[config.mk]
export PLATFORM = sky130hd
export DESIGN_NAME = i2c_target_rx
export DESIGN_NICKNAME = d
export VERILOG_FILES = /design/src/rtl/i2c_pkg.sv /design/src/rtl/i2c_line_sync.sv /design/src/rtl/i2c_target_rx.sv
export SDC_FILE = /design/constraint.sdc
export NUM_CORES = 1
export LEC_CHECK = 0
export CORE_AREA = 3 3 59 61
export DETAILED_ROUTE_END_ITERATION = 12
export DIE_AREA = 0 0 62 64
export GPL_TIMING_DRIVEN = 0
export PLACE_DENSITY = 0.67
export SLEW_MARGIN = 30
export SYNTH_ARGS = -nofsm -noshare
export SYNTH_HDL_FRONTEND = slang
export SYNTH_HIERARCHICAL = 1
export SYNTH_SLANG_ARGS = --single-unit
[constraint.sdc]
create_clock -name clk -period 1.6 [get_ports clk]
set_input_delay 0.24 -clock clk [delete_from_list [all_inputs] [get_ports clk]]
set_output_delay 0.24 -clock clk [all_outputs]
set_load 0.01 [all_outputs]
[src/rtl/i2c_pkg.sv]
// i2c_pkg: shared types and constants for the I2C target receiver.
// The default address is also used by the spitoi2c benches so both ends agree.
package i2c_pkg;

    // Protocol phase of the target FSM
    typedef enum logic [2:0] {
        S_IDLE,
        S_ADDR,
        S_ADDR_ACK,
        S_DATA,
        S_DATA_ACK,
        S_IGNORE
    } i2c_state_t;

    // Bits per byte on the bus (address+R/W or data)
    localparam int I2C_BITS = 8;

    // Target address shared by the receiver and the bridge benches
    localparam logic [6:0] I2C_DEFAULT_ADDR = 7'h50;

endpackage

[src/rtl/i2c_line_sync.sv]
// i2c_line_sync: brings one asynchronous I2C line into the clk domain and
// reports its level plus single-cycle rise/fall events.
// Optional feature: define I2C_RX_FILTER_EN to add a 3-sample stable filter
// behind the synchronizer (rejects glitches of up to 2 clk cycles).
module i2c_line_sync (
    input  logic clk,
    input  logic reset,
    input  logic i_line,
    output logic o_level,
    output logic o_rise,
    output logic o_fall
);

    logic r_sync1;
    logic r_sync2;
    logic r_prev;
    logic w_level;

    // Two-flop synchronizer; resets to 1 because an idle I2C line is high.
    // NOTE: clocked state uses non-blocking assignments so every flop samples
    // the pre-edge value of its source and the chain really delays by one stage.
    always_ff @(posedge clk) begin
        if (reset) begin
            r_sync1 <= 1'b1;
            r_sync2 <= 1'b1;
        end else begin
            r_sync1 <= i_line;
            r_sync2 <= r_sync1;
        end
    end

`ifdef I2C_RX_FILTER_EN
    logic r_hist1;
    logic r_hist2;

    // Sample history for the stability filter
    always_ff @(posedge clk) begin
        if (reset) begin
            r_hist1 <= 1'b1;
            r_hist2 <= 1'b1;
        end else begin
            r_hist1 <= r_sync2;
            r_hist2 <= r_hist1;
        end
    end

    // Accept a new level only once three consecutive samples agree
    always_comb begin
        w_level = r_prev;
        if ((r_sync2 == r_hist1) && (r_hist1 == r_hist2)) begin
            w_level = r_sync2;
        end
    end
`else
    assign w_level = r_sync2;
`endif

    // Previous-value register for edge detection (also holds the filtered level)
    always_ff @(posedge clk) begin
        if (reset) begin
            r_prev <= 1'b1;
        end else begin
            r_prev <= w_level;
        end
    end

    assign o_level = w_level;
    assign o_rise  = w_level & ~r_prev;
    assign o_fall  = ~w_level & r_prev;

endmodule

[src/rtl/i2c_target_rx.sv]
// i2c_target_rx: write-only I2C target. Detects START/STOP, matches a 7-bit
// address, ACKs address and data bytes and strobes each received data byte.
// Optional feature: define I2C_RX_FILTER_EN to enable the glitch filter in
// i2c_line_sync (pin-to-event latency grows from 3 to 5 clk cycles).
module i2c_target_rx
    import i2c_pkg::*;
#(
    parameter logic [6:0] ADDR = I2C_DEFAULT_ADDR
) (
    input  logic       clk,
    input  logic       reset,
    input  logic       i2c_scl,
    input  logic       i2c_sda,
    output logic       sda_pull,
    output logic [7:0] data,
    output logic       data_valid,
    output logic       busy
);

    localparam logic [3:0] LAST_BIT = 4'(I2C_BITS - 1);

    // Synchronized line views and events
    logic w_scl_level;
    logic w_scl_rise;
    logic w_scl_fall;
    logic w_sda_level;
    logic w_sda_rise;
    logic w_sda_fall;
    logic w_start;
    logic w_stop;

    // Registered state
    i2c_state_t r_state;
    logic [3:0] r_cnt;
    logic [7:0] r_shift;
    logic       r_pull;
    logic [7:0] r_data;
    logic       r_valid;

    // Next-state values
    i2c_state_t w_state_next;
    logic [3:0] w_cnt_next;
    logic [7:0] w_shift_next;
    logic       w_pull_next;
    logic [7:0] w_data_next;
    logic       w_valid_next;
    logic [7:0] w_byte;
    logic       w_last_bit;
    logic       w_addr_match;

    i2c_line_sync u_scl_sync (
        .clk     (clk),
        .reset   (reset),
        .i_line  (i2c_scl),
        .o_level (w_scl_level),
        .o_rise  (w_scl_rise),
        .o_fall  (w_scl_fall)
    );

    i2c_line_sync u_sda_sync (
        .clk     (clk),
        .reset   (reset),
        .i_line  (i2c_sda),
        .o_level (w_sda_level),
        .o_rise  (w_sda_rise),
        .o_fall  (w_sda_fall)
    );

    // Bus conditions: SDA may only move while SCL is high at START/STOP
    assign w_start = w_sda_fall & w_scl_level;
    assign w_stop  = w_sda_rise & w_scl_level;

    // Byte as it will look once the current SDA bit is shifted in (MSB first)
    assign w_byte       = {r_shift[6:0], w_sda_level};
    assign w_last_bit   = (r_cnt == LAST_BIT);
    assign w_addr_match = (w_byte[7:1] == ADDR) && (w_byte[0] == 1'b0);

    // State and datapath registers; reset drops the transfer and releases SDA
    always_ff @(posedge clk) begin
        if (reset) begin
            r_state <= S_IDLE;
            r_cnt   <= 4'd0;
            r_shift <= 8'h00;
            r_pull  <= 1'b0;
            r_data  <= 8'h00;
            r_valid <= 1'b0;
        end else begin
            r_state <= w_state_next;
            r_cnt   <= w_cnt_next;
            r_shift <= w_shift_next;
            r_pull  <= w_pull_next;
            r_data  <= w_data_next;
            r_valid <= w_valid_next;
        end
    end

    // Next-state logic: START/STOP override any SCL edge seen in the same cycle
    always_comb begin
        // NOTE: every output of this block gets a default first so no path
        // leaves a value unassigned, which would otherwise infer a latch.
        w_state_next = r_state;
        w_cnt_next   = r_cnt;
        w_shift_next = r_shift;
        w_pull_next  = r_pull;
        w_data_next  = r_data;
        w_valid_next = 1'b0;

        if (w_stop) begin
            // Partial byte is dropped; no strobe
            w_state_next = S_IDLE;
            w_cnt_next   = 4'd0;
            w_pull_next  = 1'b0;
        end else if (w_start) begin
            // First or repeated START: always restart address reception
            w_state_next = S_ADDR;
            w_cnt_next   = 4'd0;
            w_pull_next  = 1'b0;
        end else begin
            case (r_state)
                S_ADDR: begin
                    if (w_scl_rise) begin
                        w_shift_next = w_byte;
                        w_cnt_next   = r_cnt + 4'd1;
                        if (w_last_bit) begin
                            w_cnt_next   = 4'd0;
                            // Reads are never acknowledged
                            w_state_next = w_addr_match ? S_ADDR_ACK : S_IGNORE;
                        end
                    end
                end

                S_ADDR_ACK, S_DATA_ACK: begin
                    // First SCL fall: pull SDA for the 9th clock.
                    // Second SCL fall: release and start the next byte.
                    if (w_scl_fall) begin
                        if (!r_pull) begin
                            w_pull_next = 1'b1;
                        end else begin
                            w_pull_next  = 1'b0;
                            w_state_next = S_DATA;
                            w_cnt_next   = 4'd0;
                        end
                    end
                end

                S_DATA: begin
                    if (w_scl_rise) begin
                        w_shift_next = w_byte;
                        w_cnt_next   = r_cnt + 4'd1;
                        if (w_last_bit) begin
                            w_cnt_next   = 4'd0;
                            w_data_next  = w_byte;
                            w_valid_next = 1'b1;
                            w_state_next = S_DATA_ACK;
                        end
                    end
                end

                S_IGNORE: begin
                    w_pull_next = 1'b0;
                end

                default: begin
                    w_pull_next = 1'b0;
                end
            endcase
        end
    end

    assign sda_pull   = r_pull;
    assign data       = r_data;
    assign data_valid = r_valid;
    assign busy       = (r_state != S_IDLE);

endmodule

## Yosys cells after proc, flatten, opt, wreduce, memory -nomap -nowiden

Index checks and enable logic that the tools add are counted.

- Bits in registers: 30
- Input port bits: 4
- Logic and storage cells: 82

- $add $sub $neg: 1
- Eq/ne operators: 19
- Multiplexer cells: 18
- Bitwise operators: 15
- Reductions and logical operators: 16

Operators with widths:

| kind | count |
|---|---|
| $mux W3 | 7 |
| $mux W4 | 4 |
| $reduce_and A7 Y1 | 2 |
| $ne A3 B2 Y1 const B | 3 |
| $ne A3 B3 Y1 const B | 3 |
| $not A1 Y1 | 9 |
| $pmux W3 S3 | 1 |
| $ne A2 B1 Y1 const B | 4 |
| $pmux W4 S2 | 1 |
| $reduce_and A4 Y1 | 2 |
| $eq A7 B7 Y1 const B | 1 |
| $and A1 B1 Y1 | 6 |
| $eq A3 B2 Y1 const B | 2 |
| $ne A2 B2 Y1 const B | 3 |
| $reduce_bool A3 Y1 | 2 |
| $reduce_or A2 Y1 | 3 |
| $reduce_and A5 Y1 | 1 |
| $reduce_or A5 Y1 | 1 |
| $add A4 B1 Y4 const B | 1 |
| $eq A4 B3 Y1 const B | 1 |
| $mux W1 | 4 |
| $reduce_bool A4 Y1 | 1 |
| $eq A3 B1 Y1 const B | 1 |
| $eq A3 B3 Y1 const B | 1 |
| 5 further kinds | 5 |

## Logic depth before layout (Yosys ltp)

- Depth after elaboration: 7
- Depth in mapped cells: 6
- Depth with buffers taken out: 5

## Hierarchy

Netlist, hierarchy kept.

Modules (own cells, without submodules):

| module | times used | cells each | area each (um^2) |
|---|---|---|---|
| i2c_target_rx | 1 | 122 | 1162.4 |
| i2c_line_sync | 2 | 8 | 92.6 |

## Worst setup path after synthesis

No wires, ideal clock.

- Path kind: flip-flop to flip-flop
- From: register u_sda_sync.r_sync2, in the netlist u_sda_sync/o_level
- To: register r_data[5], in the netlist data[5]
- Data arrival time: 1.444 ns
- Required time: 1.472 ns
- Path slack: 0.028 ns
- Stages on the path, launching flop included: 7
- Cell sequence: dfxtp_1 -> and2b_1 -> o21ai_0 -> nor3b_2 -> buf_4 -> mux2i_1 -> nor2_1

- Word-level cells in the longest chain between the ends: 5
- Elaborated cells between the ends (all ways): 8
- Those cells by class: bitwise: 7; reduce/logical: 1

RTL lines:

| item | RTL line | text |
|---|---|---|
| from (decl) | i2c_line_sync.sv:15 | `logic r_sync2;` |
| from (signal assigned) | i2c_line_sync.sv:28 | `r_sync2 <= r_sync1;` |
| $not A1 Y1 | i2c_line_sync.sv:69 | `assign o_fall = ~w_level & r_prev;` |
| $and A1 B1 Y1 | i2c_line_sync.sv:69 |  |
| named net w_sda_fall | i2c_target_rx.sv:28 | `logic w_sda_fall;` |
| $and A1 B1 Y1 | i2c_target_rx.sv:70 | `assign w_start = w_sda_fall & w_scl_level;` |
| $not A1 Y1 (no line) | -- |  |
| $reduce_and A5 Y1 (no line) | -- |  |
| to (signal assigned) | i2c_target_rx.sv:92 | `r_data <= w_data_next;` |
| to (decl) | i2c_target_rx.sv:37 | `logic [7:0] r_data;` |

The timed path passes the listed nets, and every way through them passes these cells.
A chain may end at the register's enable or synchronous reset.

## Worst setup path in the final report

- From: register u_scl_sync.r_sync2, in the netlist u_scl_sync/o_level
- To: register r_state[2]

- Word-level cells in the longest chain between the ends: 4
- Elaborated cells between the ends (all ways): 10
- Those cells by class: eq/ne: 3; bitwise: 5; reduce/logical: 2

RTL lines:

| item | RTL line | text |
|---|---|---|
| from (decl) | i2c_line_sync.sv:15 |  |
| from (signal assigned) | i2c_line_sync.sv:28 |  |
| $not A1 Y1 | i2c_line_sync.sv:69 |  |
| $and A1 B1 Y1 | i2c_line_sync.sv:69 |  |
| named net w_scl_fall | i2c_target_rx.sv:25 | `logic w_scl_fall;` |
| $ne A2 B1 Y1 (no line) | -- |  |
| $reduce_and A7 Y1 (no line) | -- |  |
| to (signal assigned) | i2c_target_rx.sv:88 | `r_state <= w_state_next;` |
| to (decl) | i2c_target_rx.sv:33 | `i2c_state_t r_state;` |

The timed path passes the listed nets, and every way through them passes these cells.

==> results.json <==
{
  "dpl_worst_slack_ns": -0.2660,
  "max_stage_delay_ns": 0.35,
  "finalSetupViolations": 0,
  "maximum_number_of_pins_on_one_net_before_global_route_repair": 11,
  "start_util_pct": 44.50,
  "min_period_over_period_pct": 96.27,
  "cell_type_contributing_the_most_total_cell_area_after_synthesis": "sky130_fd_sc_hd__dfxtp_1",
  "min-delay-path-class": "flop to flop",
  "total_of_max_cap_violations": 0,
  "design.die.area_um2": 3968,
  "skew_ns": 0.007347,
  "fp-row-count": 20,
  "crit_required_ns": 1.82,
  "place.detailed.hpwl_um": 1818,
  "netlist-cell-type-count": 39,
  "chipHeight_um": 64,
  "setup.worst_path.class": "flop to flop",
  "chipWidth_um": 62,
  "worst-slew-pin-transition_ns": 0.4584,
  "final_max_slew_viol_count": 0,
  "layoutNonFillerInstCount": 209,
  "grt_antenna_before_repair": 0,
  "wirelength_routed_um": 2633,
  "ys_seq_elements": 30,
  "place_inst": 196,
  "htreeDepth": 2,
  "ys.flop_type": "sky130_fd_sc_hd__dfxtp_1",
  "seq_area_um2": 615.6,
  "cp_launch_type": "flop",
  "sequential_fraction_of_the_synthesis_area_pct": 44.57,
  "ctsLongestPathBuffers": 2,
  "clkTransAtPathRegs_ns": 0.09,
  "syn_area_per_cell_um2": 9.765,
  "grt_use_met1_pct": 18.90,
  "hold_viol_final": 0,
  "critical_path_peak_fanout": 5,
  "min_period_ns": 1.540,
  "asyncSetResetFlopFracSynth_pct": 0,
  "static_leakage_nw": 0.6454,
  "grt_pass1_wl_um": 4547,
  "top_level_ports": 15,
  "critPathCaptureType": "flop",
  "grt_setup_unrepaired": "true",
  "grtUsageMet2_pct": 24.09,
  "grt_use_met3_pct": 4.040,
  "first_pass_iters": 4,
  "synth_area_um2": 1348,
  "final_standard_cell_utilization_of_the_core_pct": 56.86,
  "setup_ws_ns": 0.05965,
  "synthCells": 138,
  "yosysTopAreaCellShare_pct": 44.57,
  "antenna_cells": 0,
  "globalplace.congestion": 0.7537,
  "routedWlPerCell_um": 12.60,
  "ir_worst_vdd_v": 0.0004400,
  "top_usage_layer": "met2",
  "slowest_stage": "sky130_fd_sc_hd__dfxtp_4",
  "tritoncts_clock_tree": "built",
  "detail-route-antenna-nets": 0,
  "detail_route.vias_per_cell": 4.947,
  "first_global_vias": 1055,
  "layout.filler_cells": 278,
  "synth.top_cells.by_area": "sky130_fd_sc_hd__dfxtp_1 (45%), sky130_fd_sc_hd__mux2i_1 (12%), sky130_fd_sc_hd__nor2_1 (5.3%), sky130_fd_sc_hd__a21oi_1 (3.3%), sky130_fd_sc_hd__or2_1 (2.8%)",
  "numPortBuffers": 14,
  "post_route_cells_drive_above_1_share_pct": 22.42,
  "total_congestion_overflow_after_global_routing": 0,
  "multi_input_comb_area_um2": 749.5,
  "drt_drc_violations_left": 0,
  "area_growth_from_synthesis_to_layout_pct": 27.76,
  "power_per_cell_area_nw_per_um2": 704.2,
  "timing.critical_path.cells": "and2b_2, nand3b_1, o22ai_4, nor2_2, a2111oi_4",
  "core_area_um2": 3028,
  "cts_inserted_buffers": 5,
  "root_buffer": "sky130_fd_sc_hd__clkbuf_4",
  "clock_sink_count": 30,
  "max_slew_margin_pct": 69.35,
  "clock_insertion_delay_worst_skew_ns": 0.32,
  "synth.net_count": 143,
  "path_buf_inv": 0,
  "final_net_count": 170,
  "vias": 1034,
  "run_status": "finished, final reports clean",
  "grt.total_usage_pct": 15.56,
  "number_of_flops_mapped_to_enable_cells_by_yosys": 0,
  "flop_to_flop_setup_slack_ns": 0.06,
  "critical_path.top_delay_family": "compound AO/OA/AOI/OAI gates",
  "detail_route.iter0.violations": 49,
  "worst_ep_arrival_time_ns": 1.76,
  "clock.fmax_mhz": 649.2,
  "synth-warning-count": 6,
  "final_layout_worst_hold_slack_ns": 0.4121
}
[Yosys cell counts, types with 2 or more instances]
library cell               instances
sky130_fd_sc_hd__mux2i_1          16
sky130_fd_sc_hd__or2_1             6
sky130_fd_sc_hd__nor2b_1           3
sky130_fd_sc_hd__clkbuf_1          3
sky130_fd_sc_hd__dfxtp_1          30
sky130_fd_sc_hd__nor2_1           19
sky130_fd_sc_hd__inv_1             2
sky130_fd_sc_hd__nor3_1            2
sky130_fd_sc_hd__nand3b_1          4
sky130_fd_sc_hd__nand4_1           2
sky130_fd_sc_hd__a21oi_1           9
sky130_fd_sc_hd__and2b_1           3
sky130_fd_sc_hd__buf_6             2
sky130_fd_sc_hd__nand2_1           6
sky130_fd_sc_hd__o21ai_0           5
sky130_fd_sc_hd__nor3b_1           2
sky130_fd_sc_hd__nand4b_1          2
[cell usage in the layout, fill, tap and decap left out, types with 3 or more instances in the layout]
cell type | netlist | layout
sky130_fd_sc_hd__dfxtp_4 | 0 | 3
sky130_fd_sc_hd__buf_4 | 1 | 6
sky130_fd_sc_hd__or2_1 | 6 | 6
sky130_fd_sc_hd__nor2_1 | 19 | 19
sky130_fd_sc_hd__dfxtp_1 | 30 | 24
sky130_fd_sc_hd__a21oi_1 | 9 | 9
sky130_fd_sc_hd__nand3b_1 | 4 | 4
sky130_fd_sc_hd__o21ai_0 | 5 | 4
sky130_fd_sc_hd__clkdlybuf4s50_1 | 0 | 13
sky130_fd_sc_hd__nand2_1 | 6 | 6
sky130_fd_sc_hd__buf_6 | 2 | 5
sky130_fd_sc_hd__clkbuf_4 | 0 | 5
sky130_fd_sc_hd__dfxtp_2 | 0 | 3
sky130_fd_sc_hd__mux2i_1 | 16 | 16
sky130_fd_sc_hd__clkbuf_1 | 3 | 3
[cell families (layout without fill, tap and decap cells)]
| group | Yosys count | in the layout | synth area share [%] |
|---|---|---|---|
| muxes | 16 | 16 | 11.88 |
| adders and majority gates | 1 | 1 | 0.9284 |
| xor gates and xnor gates | 2 | 2 | 1.857 |
| and+or+nand+nor | 59 | 59 | 25.26 |
| buffers and inverters | 8 | 35 | 3.621 |
| AOI/OAI and AO/OA | 22 | 22 | 11.89 |
| DFF | 30 | 30 | 44.57 |
[final timing paths]
kind / start / endpoint / cells after the start
hold / removal: u_scl_sync/r_sync1 / u_scl_sync/o_level / 1
setup reg to reg: u_scl_sync/o_level / r_state[2] / 5
hold reg to reg: u_scl_sync/r_sync1 / u_scl_sync/o_level / 1
setup / recovery: u_scl_sync/o_level / r_state[2] / 5
[per-layer routing]
layer,up-vias,wire (um)
met5,-,0
met4,0,40
met3,3,78
met2,15,1335
met1,473,1178
li1,543,-
[per-stage QoR]
step | cell area [um2] | setup TNS (ns) | power, mW
finish | 1722 | 0 | 1.212
global route | 1722 | -0.1988 | 1.279
CTS | 1633 | -0.03414 | 1.228
detailed placement | 1543 | -4.100 | 0.8325
global placement | 1543 | -3.463 | 0.8313
floorplan | 1348 | 0 | 0.8116
[repair_timing]
item	CTS	global route
setup endpoints to repair	20	13
cloned	0	0
hold buffers	0	0
pin swaps	0	5
hold endpoints to repair	0	0
setup buffers	2	5
resized for setup	17	14
[sequential cells by signal, summed over array words and instances, names as in the netlist]
name	cells
r_shift	7
sda_pull	1
u_sda_sync/o_level	1
u_sda_sync/r_prev	1
u_scl_sync/r_sync1	1
r_cnt	4
data	8
u_sda_sync/r_sync1	1
data_valid	1
r_state	3
u_scl_sync/o_level	1
u_scl_sync/r_prev	1
[worst reg2reg max path, stage by stage (launching register included)]
cell and delay [ns]:
sky130_fd_sc_hd__dfxtp_4 0.35, sky130_fd_sc_hd__and2b_2 0.25, sky130_fd_sc_hd__nand3b_1 0.19, sky130_fd_sc_hd__o22ai_4 0.28
sky130_fd_sc_hd__nor2_2 0.07, sky130_fd_sc_hd__a2111oi_4 0.30
[final cells by class]
type | count | share of cell area [%]
Buffer | 5 | 2.980
Inverter | 2 | 0.4360
Clock buffer | 7 | 2.616
Tap cell | 44 | 3.198
Sequential cell | 30 | 35.76
Multi-Input combinational cell | 100 | 43.53
Timing Repair Buffer | 21 | 11.48
[where the power goes]
part	switching [mW]	internal, mW
Clock	0.227	0.165
Sequential	0.00467	0.750
Combinational	0.0345	0.0307
Total	0.267	0.946
No activity file was read; power rests on OpenSTA's default activity.
